File: config.mk
export PLATFORM = sky130hd
export DESIGN_NAME = serial_frame_ctrl
export DESIGN_NICKNAME = d
export VERILOG_FILES = /design/src/rtl/serial_frame_ctrl.sv
export SDC_FILE = /design/constraint.sdc
export NUM_CORES = 1
export LEC_CHECK = 0
export ABC_CLOCK_PERIOD_IN_PS = 1300
export CAP_MARGIN = 25
export CELL_PAD_IN_SITES_DETAIL_PLACEMENT = 0
export CELL_PAD_IN_SITES_GLOBAL_PLACEMENT = 1
export CORE_MARGIN = 4
export CORE_UTILIZATION = 40
export DETAILED_ROUTE_END_ITERATION = 8
export DONT_BUFFER_PORTS = 1
export PLACE_DENSITY = 0.67
export SYNTH_ARGS = -nofsm -noshare
export SYNTH_HDL_FRONTEND = slang
export SYNTH_SLANG_ARGS = --single-unit
export TNS_END_PERCENT = 30
File: constraint.sdc
create_clock -name clk -period 1.3 [get_ports clk]
set_input_delay 0.065 -clock clk [delete_from_list [all_inputs] [get_ports clk]]
set_output_delay 0.065 -clock clk [all_outputs]
set_load 0.03 [all_outputs]
File: src/rtl/serial_frame_ctrl.sv
// Receive-side frame controller for a serial line feeding an external
// right shift register. Detects the start bit, enables the register for
// exactly DATA_W data bits, checks even parity and the stop bit, then holds
// the captured word under a valid/ready handshake.
//
// Parameter constraints:
//   DATA_W must match the width of the downstream shift register.
//   2**CNT_W >= DATA_W. bit_cnt reads DATA_W after the last data bit. If
//   DATA_W == 2**CNT_W, that value wraps to 0. The frame is still framed
//   correctly because the DATA exit compares against DATA_W-1.
module serial_frame_ctrl #(
  parameter int DATA_W = 6,
  parameter int CNT_W  = 3
) (
  input  logic             clk,
  input  logic             rst,
  input  logic             serial_in,
  input  logic             ready_in,
  output logic             sh_en,
  output logic             frame_valid,
  output logic             parity_err,
  output logic             frame_err,
  output logic             overrun,
  output logic             busy,
  output logic [CNT_W-1:0] bit_cnt
);

  typedef enum logic [2:0] {
    S_IDLE,
    S_DATA,
    S_PARITY,
    S_STOP,
    S_HOLD,
    S_BREAK
  } state_t;

  localparam logic [CNT_W-1:0] LAST_BIT = CNT_W'(DATA_W - 1);

  state_t           state, state_nxt;
  logic [CNT_W-1:0] cnt_nxt;
  logic             par, par_nxt;
  logic             perr_q, perr_nxt;
  logic             ferr_nxt;
  logic             ovr_nxt;

  // State and datapath registers; reset discards any partial frame.
  always_ff @(posedge clk or posedge rst) begin
    if (rst) begin
      state     <= S_IDLE;
      bit_cnt   <= '0;
      par       <= 1'b0;
      perr_q    <= 1'b0;
      frame_err <= 1'b0;
      overrun   <= 1'b0;
    end else begin
      state     <= state_nxt;
      bit_cnt   <= cnt_nxt;
      par       <= par_nxt;
      perr_q    <= perr_nxt;
      frame_err <= ferr_nxt;
      overrun   <= ovr_nxt;
    end
  end

  // Next-state logic and datapath updates; every register holds by default.
  // frame_err defaults to 0, so it is high for exactly one cycle.
  always_comb begin
    state_nxt = state;
    cnt_nxt   = bit_cnt;
    par_nxt   = par;
    perr_nxt  = perr_q;
    ferr_nxt  = 1'b0;
    ovr_nxt   = overrun;
    unique case (state)
      S_IDLE: begin
        if (!serial_in) begin
          state_nxt = S_DATA;
          cnt_nxt   = '0;
          par_nxt   = 1'b0;
        end
      end
      S_DATA: begin
        // The register samples this same bit, because sh_en is high here.
        cnt_nxt = bit_cnt + 1'b1;
        par_nxt = par ^ serial_in;
        if (bit_cnt == LAST_BIT) state_nxt = S_PARITY;
      end
      S_PARITY: begin
        // Even parity: XOR of the data bits and the parity bit must be 0.
        perr_nxt  = par ^ serial_in;
        state_nxt = S_STOP;
      end
      S_STOP: begin
        if (serial_in) begin
          state_nxt = S_HOLD;
        end else begin
          state_nxt = S_BREAK;
          ferr_nxt  = 1'b1;
        end
      end
      S_HOLD: begin
        if (ready_in) begin
          if (!serial_in) begin
            // The word is consumed on the same edge the next start bit
            // arrives, so no start bit is lost.
            state_nxt = S_DATA;
            cnt_nxt   = '0;
            par_nxt   = 1'b0;
          end else begin
            state_nxt = S_IDLE;
          end
        end else if (!serial_in) begin
          // A start bit arrived while the word was still held. It is dropped.
          ovr_nxt = 1'b1;
        end
      end
      S_BREAK: begin
        if (serial_in) state_nxt = S_IDLE;
      end
      default: state_nxt = S_IDLE;
    endcase
  end

  // Moore outputs, decoded from the state register.
  always_comb begin
    sh_en       = (state == S_DATA);
    frame_valid = (state == S_HOLD);
    parity_err  = (state == S_HOLD) && perr_q;
    busy        = (state != S_IDLE);
  end

endmodule

# == Word level (Yosys, flattened, before mapping) ==
# Cells that the tools add are included.
# classes
add_sub_neg,1
bitwise,3
mux,15
n_reduce_logical,7
n_eq_ne,10
# op_table
operator,count
3-bit 2-to-1 mux,6
3-bit one-hot mux with 6 select lines,1
"3-bit equality test, second input constant",3
3-bit one-hot mux with 3 select lines,1
"3-bit by 2-bit equality test with 1-bit output, second input constant",2
1-bit 2-to-1 mux,6
"2-bit inequality test, second input constant",3
3-bit nonzero test,2
4-bit AND reduction,1
"3-bit by 1-bit adder with 3-bit output, second input constant",1
"3-bit by 1-bit equality test with 1-bit output, second input constant",1
3-bit logical NOT,1
1-bit one-hot mux with 3 select lines,1
3-bit AND reduction,1
"2-bit by 1-bit inequality test with 1-bit output, second input constant",1
1-bit inverter,2
2-bit AND reduction,1
1-bit logical AND,1
1-bit bitwise XOR,1
# totals
out_inout_bits,9
in_bits,4
register_bits,10

# == Longest topological paths before layout ==
# Gate-level depths: netlist (run 1).
# logic_depth
word_depth,3
mapped_depth,6
depth_no_buf,5

# == Worst setup path after synthesis (run 1) ==
# No wires, ideal clock.
# synth_timing
kind,flip-flop to output port
startpoint,reg state[2]
endpoint,out parity_err
setup_slack_ns,-0.544
n_path_buf,1
t_arrival_ns,1.779
required_ns,1.235
stages_incl_launch_ff,4
cell_sequence,dfrtp_1 > buf_4 > nor3b_1 > and2_1
# synth_via
elab_chain_len,2
# synth_lines
item,line,text
start: declaration,39,"state_t state, state_nxt;"
start signal: assignment,56,state <= state_nxt;
3-bit equality test,--,
net frame_valid,20,"output logic frame_valid,"
1-bit logical AND,128,parity_err = (state == S_HOLD) && perr_q;
end: declaration,21,"output logic parity_err,"
# The timed path passes the listed nets, and every way through them passes these cells.

# == Worst setup path in the final report (run 1) ==
# layout_timing
startpoint,reg state[0]
endpoint,out busy
# layout_via
elab_chain_len,1
# layout_lines
item,line,text
3-bit nonzero test,129,busy = (state != S_IDLE);
end: declaration,24,"output logic busy,"
# Every way passes these cells.

==> summary.md, run 1 <==
| Metric | Value |
|---|---|
| Outcome | finished, violations left |
| Failing checks | setup timing |
| First-pass GRT wire length | 2130 um |
| Power share of the combinational group | 62.1% |
| Fin. max-slew vios | 0 |
| Worst min-delay path class | primary input to register |
| DP HPWL | 894 um |
| Final WS setup | -0.0325 ns |
| Setup_tns | -0.0585 ns |
| H-tree depth | 1 |
| Synthesis-stage register bit count | 10 |
| Sw Share | 39.7% |
| Starting Density | 43.6% |
| Distinct cells, synth | 28 |
| Net Switching | 0.947 mW |
| Num rows | 13 |
| Leakage | 0.440 nW |
| # IOs | 13 |
| CP arrival | 1.27 ns |
| VDD IR-drop max | 0.00119 V |
| Vias | 475 |
| Crit path max fanout | 5 |
| CP Capture Type | output pin |
| Power Internal | 1.44 mW |
| CTS sink cnt | 10 |
| Initial DRT Pass Iterations | 2 |
| Critical path class | register to output pin |
| FF-to-FF setup slack | 0.02 ns |
| Initial DRC Count | 5 |
| GRT Total Usage | 15.0% |
| Antenna diodes | 0 |
| Worst EP required | 1.24 ns |
| Syn_nets | 65 |
| Worst Skew | 0.000582 ns |
| Layout cells sized above 1 | 51.9% |
| Clk pwr share | 11.9% |
| Min Tclk post-route | 1.33 ns |
| Die height | 46.3 um |
| Final period util | 103% |
| Residual DRC count | 0 |
| Slowest cell delay on critical path | 0.44 ns |
| Sequential share of power | 26.0% |
| Syn Area/Cell | 10.1 um2 |
| Pwr dens | 2700 mW/mm2 |
| GR Overflow Total | 0 |
| Total CTS buffers | 3 |
| Port Buffers | 0 |
| Setup crit start kind | register |
| CTS tree | yes |
| Sequential share of the synthesized area | 42.6% |
| Overall Power | 2.38 mW |
| Slowest CP cell | dfrtp_2 |
| Routability Congestion | 0.735 |
| Syn Std Cell Area | 588 um2 |
| Antenna Nets Post-Route | 0 |
| Final Util | 65.5% |
| Yosys warns | 0 |
| Finished Layout Cells | 96 |
| Slew headroom | 72.7% |
| Core footprint | 0.00135 mm2 |
| Per-cell routed wire length | 13.5 um |
| CP cell instances | buf_6 -> or3_4 |
| Root Driver | clkbuf_4 |
| Die width | 46.3 um |
| Placed cell count | 82 |
| Slew @ Worst Pin | 0.409 ns |
| Final hold violation count | 0 |
| Total Wirelength | 1300 um |
| Mapped Cells | 58 |
| Die Area | 0.00215 mm2 |
| Fillcell total | 117 |
| Vias in the first global route | 463 |
| Initial antenna violation count | 0 |
| CTS clk-pin slew, worst paths | 0.07 ns |
| Vias/cell | 4.95 |
| Largest net degree at the start of global routing | 11 |
| Max_cap viols | 0 |
| Syn-to-layout area delta | 50.4% |
| Max Root-Sink Buffers | 2 |
| Final setup viols | 2 |
| Max Freq | 0.750 GHz |
| RSZ-0062 raised after global routing | yes |
| Hold Worst Slack | 0.0171 ns |
| Nets | 89 |
| Clock latency on the worst-skew pair | 0.27 ns |
registers in the layout (all words and copies together) (netlist names):
register,count
frame_err,1
overrun,1
perr_q,1
bit_cnt,3
state,3
par,1
final timing paths:
kind | from | depth (start not counted) | end
max | state[0]$_DFFE_PP0P_ | 2 | busy
max reg2reg | state[0]$_DFFE_PP0P_ | 5 | bit_cnt[2]$_DFFE_PP0P_
min | ready_in | 2 | overrun$_DFFE_PP0P_
max in group asynchronous | rst | 2 | state[2]$_DFFE_PP0P_
min reg2reg | perr_q$_DFFE_PP0P_ | 1 | perr_q$_DFFE_PP0P_
min in group asynchronous | rst | 2 | par$_DFFE_PP0P_
cell usage in the layout (no fill, tap or decap), types with 2 or more instances in the layout:
| cell | netlist | final |
|---|---|---|
| a21oi_1 | 3 | 2 |
| nand2b_4 | 1 | 2 |
| nand2b_1 | 3 | 2 |
| nand2_1 | 7 | 7 |
| inv_1 | 5 | 4 |
| dlygate4sd3_1 | 0 | 2 |
| mux2_4 | 2 | 2 |
| clkbuf_4 | 0 | 3 |
| dfrtp_1 | 10 | 7 |
| dfrtp_2 | 0 | 3 |
| nor2b_1 | 2 | 2 |
| o21ai_0 | 2 | 2 |
| ha_1 | 3 | 2 |
| buf_6 | 1 | 6 |
| nor2_1 | 2 | 2 |
| buf_4 | 1 | 14 |
timing repair:
action | CTS | global route
hold endpoints to repair | 12 | 0
cloned | 0 | 0
setup buffers | 8 | 0
setup endpoints to repair | 4 | 9
pin swaps | 4 | 1
resized for setup | 15 | 5
hold buffers | 2 | 0
critical path, delay by kind of cell (launching register included):
family	cells	cell delay, ns
flip-flops	1	0.44
buffers and inverters	1	0.12
AND/OR/NAND/NOR	1	0.43
area by class of cell:
class                      count  area (um2)  share of cell area (%)
clock buffer                   4        36.3                    4.10
multi-input combinational     40         362                    40.9
tap                           15        18.8                    2.12
inverter                       5        21.3                    2.40
timing repair buffer          22         193                    21.8
sequential                    10         254                    28.7
per-layer routing:
metal / routed length [um] / global-route usage [%] / vias up
met3: 73 / 7.03 / 5
met1: 583 / 18.3 / 219
li1: - / - / 243
met5: 0 / 0 / -
met2: 615 / 21.4 / 8
met4: 25 / 8.52 / 0
Yosys cell counts:
| library cell | count | area [um2] |
|---|---|---|
| buf_4 | 1 | 7.51 |
| nand2b_1 | 3 | 18.8 |
| o31ai_1 | 1 | 7.51 |
| a221oi_1 | 1 | 8.76 |
| mux2_2 | 1 | 11.3 |
| o22ai_1 | 1 | 6.26 |
| buf_2 | 1 | 5.00 |
| or3_1 | 2 | 12.5 |
| and3b_1 | 1 | 8.76 |
| dfrtp_1 | 10 | 250 |
| ha_1 | 3 | 37.5 |
| mux2i_1 | 1 | 10.0 |
| o21a_1 | 1 | 7.51 |
| a211oi_1 | 1 | 7.51 |
| o21ai_0 | 2 | 10.0 |
| nor2b_4 | 1 | 13.8 |
| a21o_1 | 1 | 7.51 |
| nand2_1 | 7 | 26.3 |
| mux2_4 | 2 | 30.0 |
| inv_1 | 5 | 18.8 |
| buf_6 | 1 | 11.3 |
| nor2b_1 | 2 | 12.5 |
| nand2b_4 | 1 | 13.8 |
| nor3b_1 | 1 | 7.51 |
| a21oi_1 | 3 | 15.0 |
| and2_1 | 1 | 6.26 |
| nand4b_1 | 1 | 8.76 |
| nor2_1 | 2 | 7.51 |
kinds of logic (layout without fill, tap and decap cells):
group,after synthesis,in the layout,synth area share (%)
buffers and inverters,8,31,7.23
adder cells (fa/ha/maj),3,3,6.38
multiplexers,4,4,8.72
AND/OR/NAND/NOR,22,22,23.2
AO/OA/AOI/OAI,11,11,11.9
flip-flops,10,10,42.6
per-stage QoR:
| stage | instance area [um2] | setup slack, ns |
|---|---|---|
| 6_report | 885 | -0.0325 |
| 3_3_place_gp | 686 | 0.0291 |
| 5_1_grt | 885 | -0.102 |
| 3_5_place_dp | 686 | 0.0151 |
| 2_1_floorplan | 601 | 0.00825 |
| 4_1_cts | 858 | -0.0456 |
power by group through the flow:
stage | clock [mW] | sequential (mW) | combinational, mW
final | 0.285 | 0.620 | 1.48
after global routing | 0.316 | 0.637 | 1.61
after CTS | 0.291 | 0.613 | 1.44
after detailed placement | 0 | 0.630 | 1.11
after global placement | 0 | 0.632 | 1.09
after floorplan | 0 | 0.674 | 0.718
Note: power is estimated with default switching activity, not from simulation.
==> run 2, diff against run 1 <==
--- a/config.mk
+++ b/config.mk
@@ -5,15 +5,17 @@
 export SDC_FILE = /design/constraint.sdc
 export NUM_CORES = 1
 export LEC_CHECK = 0
+export ABC_AREA = 1
 export ABC_CLOCK_PERIOD_IN_PS = 1300
 export CAP_MARGIN = 25
 export CELL_PAD_IN_SITES_DETAIL_PLACEMENT = 0
 export CELL_PAD_IN_SITES_GLOBAL_PLACEMENT = 1
 export CORE_MARGIN = 4
-export CORE_UTILIZATION = 40
+export CORE_UTILIZATION = 41
+export CTS_BUF_LIST = sky130_fd_sc_hd__clkbuf_2 sky130_fd_sc_hd__clkbuf_4 sky130_fd_sc_hd__clkbuf_8
 export DETAILED_ROUTE_END_ITERATION = 8
 export DONT_BUFFER_PORTS = 1
-export PLACE_DENSITY = 0.67
+export PLACE_DENSITY = 0.71
 export SYNTH_ARGS = -nofsm -noshare
 export SYNTH_HDL_FRONTEND = slang
 export SYNTH_SLANG_ARGS = --single-unit
==> run 2 against run 1 <==
Against the previous run:
- the run now ends clean
- clock power shrank 2%
- setup slack gained 0.056 ns
- fmax grew 4.4%
- clock skew grew 0.0067 ns
- global-route usage shrank 0.056 points
- count of clock-buffer cells in the layout is the same
- combinational power shrank 18%
- critical path type unchanged
- highest routed layer unchanged
==> summary.md, run 2 <==
| Metric | Value |
|---|---|
| Die width | 46.1 um (-0.57%) |
| Die Area | 0.00212 mm2 (-1.1%) |
| Yosys warns | 0 (unchanged) |
| Synth cell count leaders | nand2_1 (19), dfrtp_1 (10), inv_1 (9) |
| CP arrival | 1.21 ns (-0.06 ns) |
| Setup crit start kind | register |
| Distinct cells, synth | 18 (-36%) |
| GRT Total Usage | 15.0% (-0.056 points) |
| DP HPWL | 941 um (+5.3%) |
| Synth area leader | dfrtp_1 |
| Initial antenna violation count | 0 (unchanged) |
| Vias | 509 (+7.2%) |
| Min Tclk post-route | 1.28 ns (-0.0556 ns) |
| Initial DRT Pass Iterations | 4 (+2) |
| Power Internal | 1.10 mW (-23%) |
| Slowest CP cell | dfrtp_2 |
| Max_cap viols | 0 (unchanged) |
| Final setup viols | 0 (-2) |
| Clk pwr share | 12.8% (+0.9 points) |
| H-tree depth | 1 (unchanged) |
| Async S/R FF share, synth | 100% (unchanged) |
| Outcome | finished clean |
| Slew @ Worst Pin | 0.391 ns (-0.0177 ns) |
| # IOs | 13 (unchanged) |
| VDD IR-drop max | 0.00124 V (+4.0%) |
| Worst EP required | 1.24 ns (about the same) |
| Final period util | 98.2% (-4.3 points) |
| Top sig layer | met4 |
| Worst Skew | 0.00726 ns (+0.00668 ns) |
| WHS Path Cells | 4 (+2) |
| Nets | 95 (+6.7%) |
| Met2 routed WL | 688 um (+12%) |
| CTS sink cnt | 10 (unchanged) |
| Reg2reg start | state[0]$_DFFE_PP0P_ |
| Vias/cell | 4.99 (+0.85%) |
| Antenna diodes | 0 (unchanged) |
| Most frequent cell after synthesis | nand2_1 |
| Antenna Nets Post-Route | 0 (unchanged) |
| Die height | 46.1 um (-0.57%) |
| Starting Density | 44.6% (+1.0 points) |
| Mapped Cells | 73 (+26%) |
| Clock latency on the worst-skew pair | 0.27 ns (about the same) |
| Syn_nets | 80 (+23%) |
| RSZ-0062 raised after global routing | yes |
| Syn Std Cell Area | 594 um2 (+1.1%) |
| Post-synth EDFFs | 0 (unchanged) |
| Sw Share | 49.2% (+9.5 points) |
| Setup_tns | 0 ns (+0.0585 ns) |
| Initial DRC Count | 5 (unchanged) |
| Top cell type's share of synthesized area | 42.1% (-0.45 points) |
| Leakage | 0.410 nW (-6.9%) |
| Syn Area/Cell | 8.14 um2 (-20%) |
| Fin. max-slew vios | 0 (unchanged) |
| Post-detailed-placement cell area | 658 um2 (-4.0%) |
| Syn-to-layout area delta | 27.4% |
| Top post-synthesis cells by area | dfrtp_1 (42%), nand2_1 (12%), ha_1 (6.3%) |
| Crit path max fanout | 6 (+1) |
| CP Capture Type | output pin |
| Per-cell routed wire length | 12.8 um (-5.4%) |
| Met1 Wirelength | 536 um (-8.1%) |
| Root Driver | clkbuf_4 |
| Biggest regs | bit_cnt x3, state x3 |
| Cells on worst reg2reg path | 7 (+2) |
| Critical path class | register to output pin |
| Total Wirelength | 1300 um (+0.46%) |
| Sequential share of the synthesized area | 42.1% (-0.45 points) |
| HP Start | serial_in |
| Final hold violation count | 0 (unchanged) |
| Total CTS buffers | 3 (unchanged) |
| Power share of the combinational group | 55.9% (-6.2 points) |
| Vias in the first global route | 518 (+12%) |
| Overall Power | 2.17 mW (-9.0%) |
| FF-to-FF End | state[0]$_DFFE_PP0P_ |
| GR Overflow Total | 0 (unchanged) |
| Residual DRC count | 0 (unchanged) |
| Layout cells sized above 1 | 34.5% (-17 points) |
| Net Switching | 1.07 mW (+13%) |
| Slew headroom | 73.9% (+1.2 points) |
| Worst min-delay path class | primary input to register |
| CTS tree | yes |
| Fin area | 757 um2 (-14%) |
| Synthesis-stage register bit count | 10 (unchanged) |
| First-pass GRT wire length | 2250 um (+5.8%) |
| CTS clk-pin slew, worst paths | 0.07 ns (about the same) |
| Ys flop type | dfrtp_1 |
| DR WL met3 | 67 um (-8.2%) |
| Num rows | 13 (unchanged) |
| Largest net degree at the start of global routing | 11 (unchanged) |
| Pwr dens | 2870 mW/mm2 (+6.3%) |
| FF-to-FF setup slack | 0.06 ns (+0.04 ns) |
| Hold Path End | bit_cnt[2]$_DFFE_PP0P_ |
| Port Buffers | 0 (unchanged) |
| Sequential share of power | 31.3% (+5.3 points) |
| Commonest non-fill, non-tap cell in the layout | nand2_1 |
| Slowest cell delay on critical path | 0.47 ns (+0.03 ns) |
| Max Freq | 0.783 GHz (+4.4%) |
| Max Root-Sink Buffers | 2 (unchanged) |
| Core footprint | 0.00133 mm2 (-1.2%) |
| Most frequent cells in the layout | nand2_1 (18), inv_1 (8), dfrtp_1 (7), buf_4 (7), nand3_1 (6) |
| CP cell instances | nor2_4 -> nand2_2 -> nor2_1 -> buf_4 |
| Routability Congestion | 0.790 (+7.4%) |
run 2: repair_timing:
action	4_1_cts	5_1_grt
setup endpoints to repair	3	3
endpoints found under the hold margin	12	0
resized for setup	5	5
hold buffers	2	0
buffers inserted	0	2
pin swaps	1	1
run 2: logic make-up after synthesis:
family                   share of synthesized area, %
AND/OR/NAND/NOR                                  35.2
buffers and inverters                            7.58
AO/OA/AOI/OAI                                    8.84
flip-flops                                       42.1
adder cells (fa/ha/maj)                          6.32
run 2: worst max-delay path by stage:
stage                           startpoint                endpoint
floorplan           bit_cnt[0]$_DFFE_PP0P_  bit_cnt[2]$_DFFE_PP0P_
global route          state[0]$_DFFE_PP0P_              parity_err
CTS                   state[1]$_DFFE_PP0P_              parity_err
finish                state[0]$_DFFE_PP0P_              parity_err
detailed placement    state[0]$_DFFE_PP0P_    state[0]$_DFFE_PP0P_
global placement      state[1]$_DFFE_PP0P_  bit_cnt[0]$_DFFE_PP0P_
run 2: metal layers:
metal / vias up / global-route usage, %
met5: - / 0
met4: 0 / 3.98
met3: 2 / 5.08
met2: 14 / 26.4
met1: 232 / 16.9
li1: 261 / -
run 2: cell type report:
class                           instances  area, um2
Clock buffer                            4       36.3
Inverter                               12       50.0
Sequential cell                        10        254
Timing Repair Buffer                   10       83.8
Fill cell                             133        577
Tap cell                               15       18.8
Multi-Input combinational cell         51        314
run 2: stage by stage:
step,util [%],hold slack (ns),cells,setup WS [ns]
6_report,56.8,0.0672,102,0.0231
5_1_grt,56.8,0.0844,102,-0.0570
4_1_cts,54.9,0.0626,100,-0.00301
3_5_place_dp,49.3,-0.0419,94,0.102
3_3_place_gp,49.3,-0.0386,94,0.104
2_1_floorplan,-,-0.0948,73,0.0171
run 2: worst max-delay path: cells and delay by family (launching register included):
| kind | cells | cell delay, ns |
|---|---|---|
| simple gates | 3 | 0.31 |
| buf+inv | 1 | 0.16 |
| flops | 1 | 0.47 |
run 2: power groups by stage:
stage,combinational [mW],clock [mW],sequential [mW]
CTS,1.14,0.289,0.669
detailed placement,1.09,0,0.651
floorplan,0.748,0,0.706
global placement,1.10,0,0.648
global route,1.34,0.309,0.704
finish,1.21,0.278,0.679
